## src/rtl/argmax_stream_ctrl_if.sv

```systemverilog
// Score stream and result handshake bundle for argmax_stream_ctrl.
// Carries out_max only when SOFTMAX_MAXVAL_EN is defined.
interface argmax_stream_ctrl_if #(
  parameter int WORD_SIZE  = 16,
  parameter int LAYER_SIZE = 10
);
  localparam int IDX_W = $clog2(LAYER_SIZE);

  logic                 in_valid;
  logic                 in_ready;
  logic [WORD_SIZE-1:0] in_data;
  logic                 out_valid;
  logic                 out_ready;
  logic [IDX_W-1:0]     out_idx;
`ifdef SOFTMAX_MAXVAL_EN
  logic [WORD_SIZE-1:0] out_max;

  modport master (
    output in_valid, in_data, out_ready,
    input  in_ready, out_valid, out_idx, out_max
  );
  modport slave (
    input  in_valid, in_data, out_ready,
    output in_ready, out_valid, out_idx, out_max
  );
`else
  modport master (
    output in_valid, in_data, out_ready,
    input  in_ready, out_valid, out_idx
  );
  modport slave (
    input  in_valid, in_data, out_ready,
    output in_ready, out_valid, out_idx
  );
`endif
endinterface

```

## src/rtl/argmax_stream_ctrl.sv

```systemverilog
// Streaming argmax over LAYER_SIZE signed scores, one comparator reused.
// SOFTMAX_MAXVAL_EN adds out_max (winning score) to the result.
module argmax_stream_ctrl #(
  parameter int WORD_SIZE  = 16,
  parameter int LAYER_SIZE = 10
) (
  input  logic clk,
  input  logic rst_n,
  input  logic start,
  input  logic abort,
  output logic busy,
  argmax_stream_ctrl_if.slave bus
);
  localparam int IDX_W = $clog2(LAYER_SIZE);
  localparam logic [IDX_W:0] LAST = (IDX_W+1)'(LAYER_SIZE-1);
  localparam logic [IDX_W:0] ONE  = (IDX_W+1)'(1);

  typedef enum logic [1:0] {
    IDLE  = 2'd0,
    ACCUM = 2'd1,
    DONE  = 2'd2
  } state_t;

  state_t state_q, state_d;

  logic [IDX_W:0]              count_q;
  logic signed [WORD_SIZE-1:0] max_q;
  logic [IDX_W-1:0]            idx_q;
  logic [IDX_W-1:0]            res_idx_q;
`ifdef SOFTMAX_MAXVAL_EN
  logic signed [WORD_SIZE-1:0] res_max_q;
`endif

  logic                        beat;
  logic                        take;
  logic                        last;
  logic signed [WORD_SIZE-1:0] win_max;
  logic [IDX_W-1:0]            win_idx;

  // abort wins over a beat presented in the same cycle
  assign beat = (state_q == ACCUM) && bus.in_valid && !abort;
  assign take = (count_q == '0)
             || ($signed(bus.in_data) > max_q);
  assign win_max = take ? $signed(bus.in_data) : max_q;
  assign win_idx = take ? count_q[IDX_W-1:0] : idx_q;
  assign last    = (count_q == LAST);

  always_ff @(posedge clk or negedge rst_n) begin
    if (!rst_n) begin
      state_q <= IDLE;
    end else begin
      state_q <= state_d;
    end
  end

  always_comb begin
    state_d       = state_q;
    bus.in_ready  = 1'b0;
    bus.out_valid = 1'b0;
    busy          = 1'b0;
    unique case (state_q)
      IDLE: begin
        if (start) state_d = ACCUM;
      end
      ACCUM: begin
        bus.in_ready = 1'b1;
        busy         = 1'b1;
        if (beat && last) state_d = DONE;
      end
      DONE: begin
        bus.out_valid = 1'b1;
        busy          = 1'b1;
        if (bus.out_ready) state_d = IDLE;
      end
      default: state_d = IDLE;
    endcase
    if (abort) state_d = IDLE;
  end

  // result regs load on the last beat so they hold through IDLE/ACCUM
  always_ff @(posedge clk or negedge rst_n) begin
    if (!rst_n) begin
      count_q   <= '0;
      max_q     <= '0;
      idx_q     <= '0;
      res_idx_q <= '0;
`ifdef SOFTMAX_MAXVAL_EN
      res_max_q <= '0;
`endif
    end else if (abort) begin
      count_q <= '0;
    end else begin
      if (state_q == IDLE && start) begin
        count_q <= '0;
      end
      if (beat) begin
        max_q   <= win_max;
        idx_q   <= win_idx;
        count_q <= count_q + ONE;
        if (last) begin
          res_idx_q <= win_idx;
`ifdef SOFTMAX_MAXVAL_EN
          res_max_q <= win_max;
`endif
        end
      end
    end
  end

  assign bus.out_idx = res_idx_q;
`ifdef SOFTMAX_MAXVAL_EN
  assign bus.out_max = res_max_q;
`endif

endmodule

```

## src/flat_wrapper.sv

```systemverilog
// flat-port wrapper written by rule: the top's interface ports become plain ports
module argmax_stream_ctrl_flat 
#(
  parameter int WORD_SIZE  = 16,
  parameter int LAYER_SIZE = 10
)
  (clk, rst_n, start, abort, busy, bus_in_valid, bus_in_data, bus_out_ready, bus_in_ready, bus_out_valid, bus_out_idx);
  argmax_stream_ctrl_if #(.WORD_SIZE(WORD_SIZE), .LAYER_SIZE(LAYER_SIZE)) bus_i ();
  input  logic clk;
  input  logic rst_n;
  input  logic start;
  input  logic abort;
  output logic busy;
  input wire logic [$bits(bus_i.in_valid)-1:0] bus_in_valid;
  input wire logic [$bits(bus_i.in_data)-1:0] bus_in_data;
  input wire logic [$bits(bus_i.out_ready)-1:0] bus_out_ready;
  output wire logic [$bits(bus_i.in_ready)-1:0] bus_in_ready;
  output wire logic [$bits(bus_i.out_valid)-1:0] bus_out_valid;
  output wire logic [$bits(bus_i.out_idx)-1:0] bus_out_idx;
  assign bus_i.in_valid = bus_in_valid;
  assign bus_i.in_data = bus_in_data;
  assign bus_i.out_ready = bus_out_ready;
  assign bus_in_ready = bus_i.in_ready;
  assign bus_out_valid = bus_i.out_valid;
  assign bus_out_idx = bus_i.out_idx;
  argmax_stream_ctrl #(.WORD_SIZE(WORD_SIZE), .LAYER_SIZE(LAYER_SIZE)) u_core (.clk(clk), .rst_n(rst_n), .start(start), .abort(abort), .busy(busy), .bus(bus_i));
endmodule
```

## config.mk

```make
export PLATFORM = sky130hd
export DESIGN_NAME = argmax_stream_ctrl_flat
export DESIGN_NICKNAME = d
export VERILOG_FILES = /design/src/rtl/argmax_stream_ctrl_if.sv /design/src/rtl/argmax_stream_ctrl.sv /design/src/flat_wrapper.sv
export SDC_FILE = /design/constraint.sdc
export NUM_CORES = 1
export LEC_CHECK = 0
export ABC_AREA = 1
export BUFFER_PORTS_ARGS = -buffer_cell sky130_fd_sc_hd__buf_4
export CORE_MARGIN = 5
export CORE_UTILIZATION = 51
export DETAILED_ROUTE_END_ITERATION = 8
export PLACE_DENSITY_LB_ADDON = 0.05
export SLEW_MARGIN = 20
export SYNTH_ARGS = -nofsm -noshare
export SYNTH_HDL_FRONTEND = slang
export SYNTH_SLANG_ARGS = --single-unit
```

## constraint.sdc

```tcl
create_clock -name clk -period 1.8 [get_ports clk]
set_input_delay 0.27 -clock clk [delete_from_list [all_inputs] [get_ports clk]]
set_output_delay 0.27 -clock clk [all_outputs]
set_load 0.02 [all_outputs]
```

==> Word level (Yosys, flattened, before mapping) <==
Cells that the tools add are included.
{ "totals": {"reg_bits": 31, "in_bits": 22, "out_inout_bits": 7, "elab_cells": 40} }
{ "classes": {"addsub": 1, "magnitude_cmp": 1, "eq_ne": 6, "n_mux": 12, "bitwise_logic": 1, "n_reduce_logical": 14} }
{ "op_table": {"columns": ["cell", "n"], "rows": [
  ["16-bit > comparator", 1],
  ["5-bit 2-to-1 mux", 3],
  ["3-bit inequality test (second input constant)", 3],
  ["3-bit AND reduction", 3],
  ["2-bit 2-to-1 mux", 4],
  ["2-bit case mux with 3 select lines", 1],
  ["5-bit by 1-bit adder with 5-bit output (second input constant)", 1],
  ["5-bit by 4-bit == test with 1-bit output (second input constant)", 1],
  ["5-bit logical NOT", 1],
  ["1-bit logical AND", 4],
  ["4-bit 2-to-1 mux", 1],
  ["1-bit 2-to-1 mux", 3],
  ["3-bit nonzero test", 1],
  ["2-bit by 1-bit == test with 1-bit output (second input constant)", 1],
  ["2-bit == test (second input constant)", 1],
  ["2-bit logical NOT", 1],
  ["2-bit AND reduction", 1],
  ["2-bit OR reduction", 1],
  ["1-bit logical NOT", 1],
  ["1-bit logical OR", 1],
  ["1-bit inverter", 1]
]} }

==> Depth between registers and ports, before layout <==
{ "logic_depth": {"word_depth": 7, "ltp_mapped": 18, "ltp_nobuf": 17} }

==> Worst setup path before layout <==
Ideal clock, no wire load.
{ "synth_timing": {"path_type": "reg2reg", "from": "register u_core.max_q[15]", "to": "register u_core.max_q[6]", "setup_time_ns": 0.116, "arrival_time_ns": 1.686, "required_time_ns": 1.684, "setup_slack_ns": -0.003, "path_stages_with_launch": 14, "n_path_buf": 2, "period_less_slack_ns": 1.803, "cell_sequence": "dfrtp_1 -> inv_1 -> ha_1 -> nand2_2 -> nor3_4 -> nand2_2 -> nand2_1 -> nand2_2 -> nand3_4 -> nand2_4 -> buf_8 -> buf_12 -> nand3_2 -> nand2_1"} }
{ "synth_via": {"elab_chain_len": 3} }
{ "synth_rtl": {"columns": ["item", "line", "rtl"], "rows": [
  ["from (decl)", "argmax_stream_ctrl.sv:27", "logic signed [WORD_SIZE-1:0] max_q;"],
  ["from (signal assigned)", "argmax_stream_ctrl.sv:97", "max_q <= win_max;"],
  ["16-bit > comparator", "argmax_stream_ctrl.sv:43", "|| ($signed(bus.in_data) > max_q);"],
  ["1-bit logical OR", "argmax_stream_ctrl.sv:43", null],
  ["3-bit AND reduction (no line)", null, null]
]} }
No other way between the ends.
A chain may end at the register's enable or synchronous reset.

==> Worst setup path in the final report <==
{ "layout_timing": {"from": "register u_core.max_q[11]", "to": "register u_core.max_q[7]"} }
Same word-level chain as after synthesis.

==> metrics.cfg <==
[run_status]
run_status = complete, but fails checks
violations = setup timing

[synthesis]
ys.warnings.count = 0
synth_edf_count = 0
synth_commonest_cells = 68 x nand2_1, 35 x inv_1, 31 x dfrtp_1, 23 x ha_1, 18 x nand3_1
ys_ff_latch = 31
synth_ff_type = dfrtp_1
synth_area_leaders = dfrtp_1 39%, ha_1 14%, nand2_1 13%
async_flop_share = 1.00
yosysTopAreaCell = dfrtp_1
post-synth-top-count-cell = nand2_1
synthDistinctLibCells = 26
ys_seq_area_frac = 0.390
netlist_area_um2 = 1990
postSynthAreaPerCell_um2 = 8.47
synth_top_cell_area_share = 0.390
postSynthCellCount = 235
synth.net_count = 280

[drt]
first_pass_iters = 4
totalWireLength_um = 4150
ant_nets = 0
drt_iter0_drc = 42
wl_per_cell_um = 12.1
vias = 1680
post-route-drc-count = 0
viasPerCell = 4.88

[placement]
hpwl_um = 3020
placed_area_um2 = 2400
dp_slack_ps = -178
finalWeightedCongestion = 0.781
portBuffers = 28
placed_cells = 331

[cts]
htreeDepth = 2
cts.sinks = 31
clock_latency_ps = 280
cts_tree = built
numCtsBuffers = 5
cts_buffer_depth = 2
root_buffer = clkbuf_8
path_clk_slew_ps = 60

[die]
io_pins = 29
initial_utilization = 0.535
die_h_um = 72.5
die_area_um2 = 5250
core_um2 = 3720
die_w_um = 72.5
rows = 22

[timing]
finalHoldViolCount = 0
max_freq_ghz = 0.524
final-setup-viol-count = 24
rsz0062_at_grt = yes
finalMaxSlewViolations = 0
relSlewSlack = 0.667
finClkSkew_ps = 4.66
min_period_ps = 1910
setup_slack_ps = -108
period_share = 1.06
worst_pin_slew_ps = 499
whs_ps = 233

[grt]
grt_pass1_wl_um = 7270
grt_use_met3 = 0.0485
track_usage = 0.175
met2_usage = 0.290
grt_pass1_vias = 1642
antenna_found_initial = 0
grt_max_degree = 32
busiest_layer = met2
use_met1 = 0.222
overflow = 0

[finish]
finish.utilization = 0.725
diodes = 0
finalNonFillerCells = 344
layout.nets = 342
final_cell_area_um2 = 2690
drive_above_1_share = 0.348
syn2layout_area_growth_pct = 35.4

[critical_path]
cp-end-kind = flip-flop
crit_buf_inv = 2
rrSetupSlack_ps = -110
slowest_delay_ps = 350
cp_cell_sequence = inv_2 -> ha_4 -> nand4_1 -> nor3_4 -> nand3_1 -> nand3_4 -> nand2_8 -> clkbuf_16 -> nand3_2 -> nand2_1
cp_slowest_cell = dfrtp_1
cp.arrival_ps = 2080
critical-path-top-delay-family = simple AND/OR/NAND/NOR gates
crit_fanout = 6
start_kind = flip-flop
critPathRequiredTime_ps = 1970
critical_path_class = reg -> reg

[power]
combPwrFrac = 0.529
p_leak_nw = 1.38
power.switching_w = 0.00123
intPower_w = 0.00195
swShare = 0.387
p_seq_frac = 0.318
power_frac_clock = 0.153
powerDensity_nw_per_um2 = 1180
vdd_ir_drop_max_v = 0.000581

[worst_hold_path]
hp-class = in -> reg

[flow_run]
max_cap_viol_count = 0

-- area by class of cell --
cell class              count  area (µm²)
flip-flops and latches     31         776
multi-input cells         164        1160
inverters                  35         131
clock buffers               6        72.6
well taps                  48        60.1
repair buffers             60         490
fillers                   303        1020
-- power by group through the flow --
stage	clock network (W)	registers, W	logic (W)
floorplan	0	0.000995	0.00101
global placement	0	0.00102	0.00138
detailed placement	0	0.00102	0.00142
CTS	0.000502	0.00101	0.00161
global route	0.000538	0.00105	0.00190
finish	0.000486	0.00101	0.00168
-- cells by family after synthesis --
group / after synthesis / synth area share
flops: 31 / 0.390
buf+inv: 41 / 0.0975
fa+ha+maj: 23 / 0.145
simple gates: 115 / 0.294
xor+xnor: 2 / 0.00881
compound gates: 23 / 0.0654
-- worst reg2reg max path: stages, from the launching register on --
cell and delay [ps]:
dfrtp_1 350, inv_2 50, ha_4 260, nand4_1 150, nor3_4 240, nand3_1 180, nand3_4 160, nand2_8 110
clkbuf_16 190, nand3_2 50, nand2_1 50
-- through the flow --
step	total power, W	setup TNS (ps)
floorplan	0.00200	0
global placement	0.00240	-1790
detailed placement	0.00244	-3540
CTS	0.00312	-1380
global route	0.00349	-5070
finish	0.00318	-1930
-- cell usage in the layout, fill, tap and decap left out, drive strengths merged --
cell         count
inv             35
dfrtp           31
dlygate4sd3      1
xor2             1
a21o             1
nand3           30
a21oi            7
clkbuf           7
o31ai            1
xnor2            1
o22ai            2
ha              23
o221ai           1
o21ai           11
nand4            5
buf             58
nor3             1
nand2           74
nor2             6
-- routing by layer --
metal | wire, µm | vias up | part of all wire
li1 | - | 878 | -
met1 | 1970 | 771 | 0.47
met2 | 1920 | 25 | 0.46
met3 | 205 | 6 | 0.049
met4 | 51 | 0 | 0.012
met5 | 0 | - | 0
-- worst paths after layout --
| path | end | from | depth (start not counted) |
|---|---|---|---|
| setup / recovery | u_core.max_q[7] | u_core.max_q[11] | 10 |
| hold / removal | u_core.max_q[4] | bus_in_data[4] | 3 |
| setup reg to reg | u_core.max_q[7] | u_core.max_q[11] | 10 |
| hold reg to reg | u_core.max_q[4] | u_core.max_q[4] | 2 |
| max in group asynchronous | u_core.max_q[7] | rst_n | 2 |
| min in group asynchronous | u_core.idx_q[2] | rst_n | 2 |
-- registers in the layout, indices dropped and copies added (netlist names) --
name,cells
u_core.idx_q,4
u_core.state_q,2
u_core.max_q,16
u_core.bus.out_idx,4
u_core.count_q,5
-- timing repair --
item | 4_1_cts | 5_1_grt
endpoints found under the hold margin | 31 | 0
resized for setup | 20 | 7
buffers inserted | 2 | 2
setup endpoints to repair | 24 | 26
pin swaps | 8 | 6
hold buffers | 1 | 0
gates cloned | 1 | 1
No activity file was read; power rests on OpenSTA's default activity.
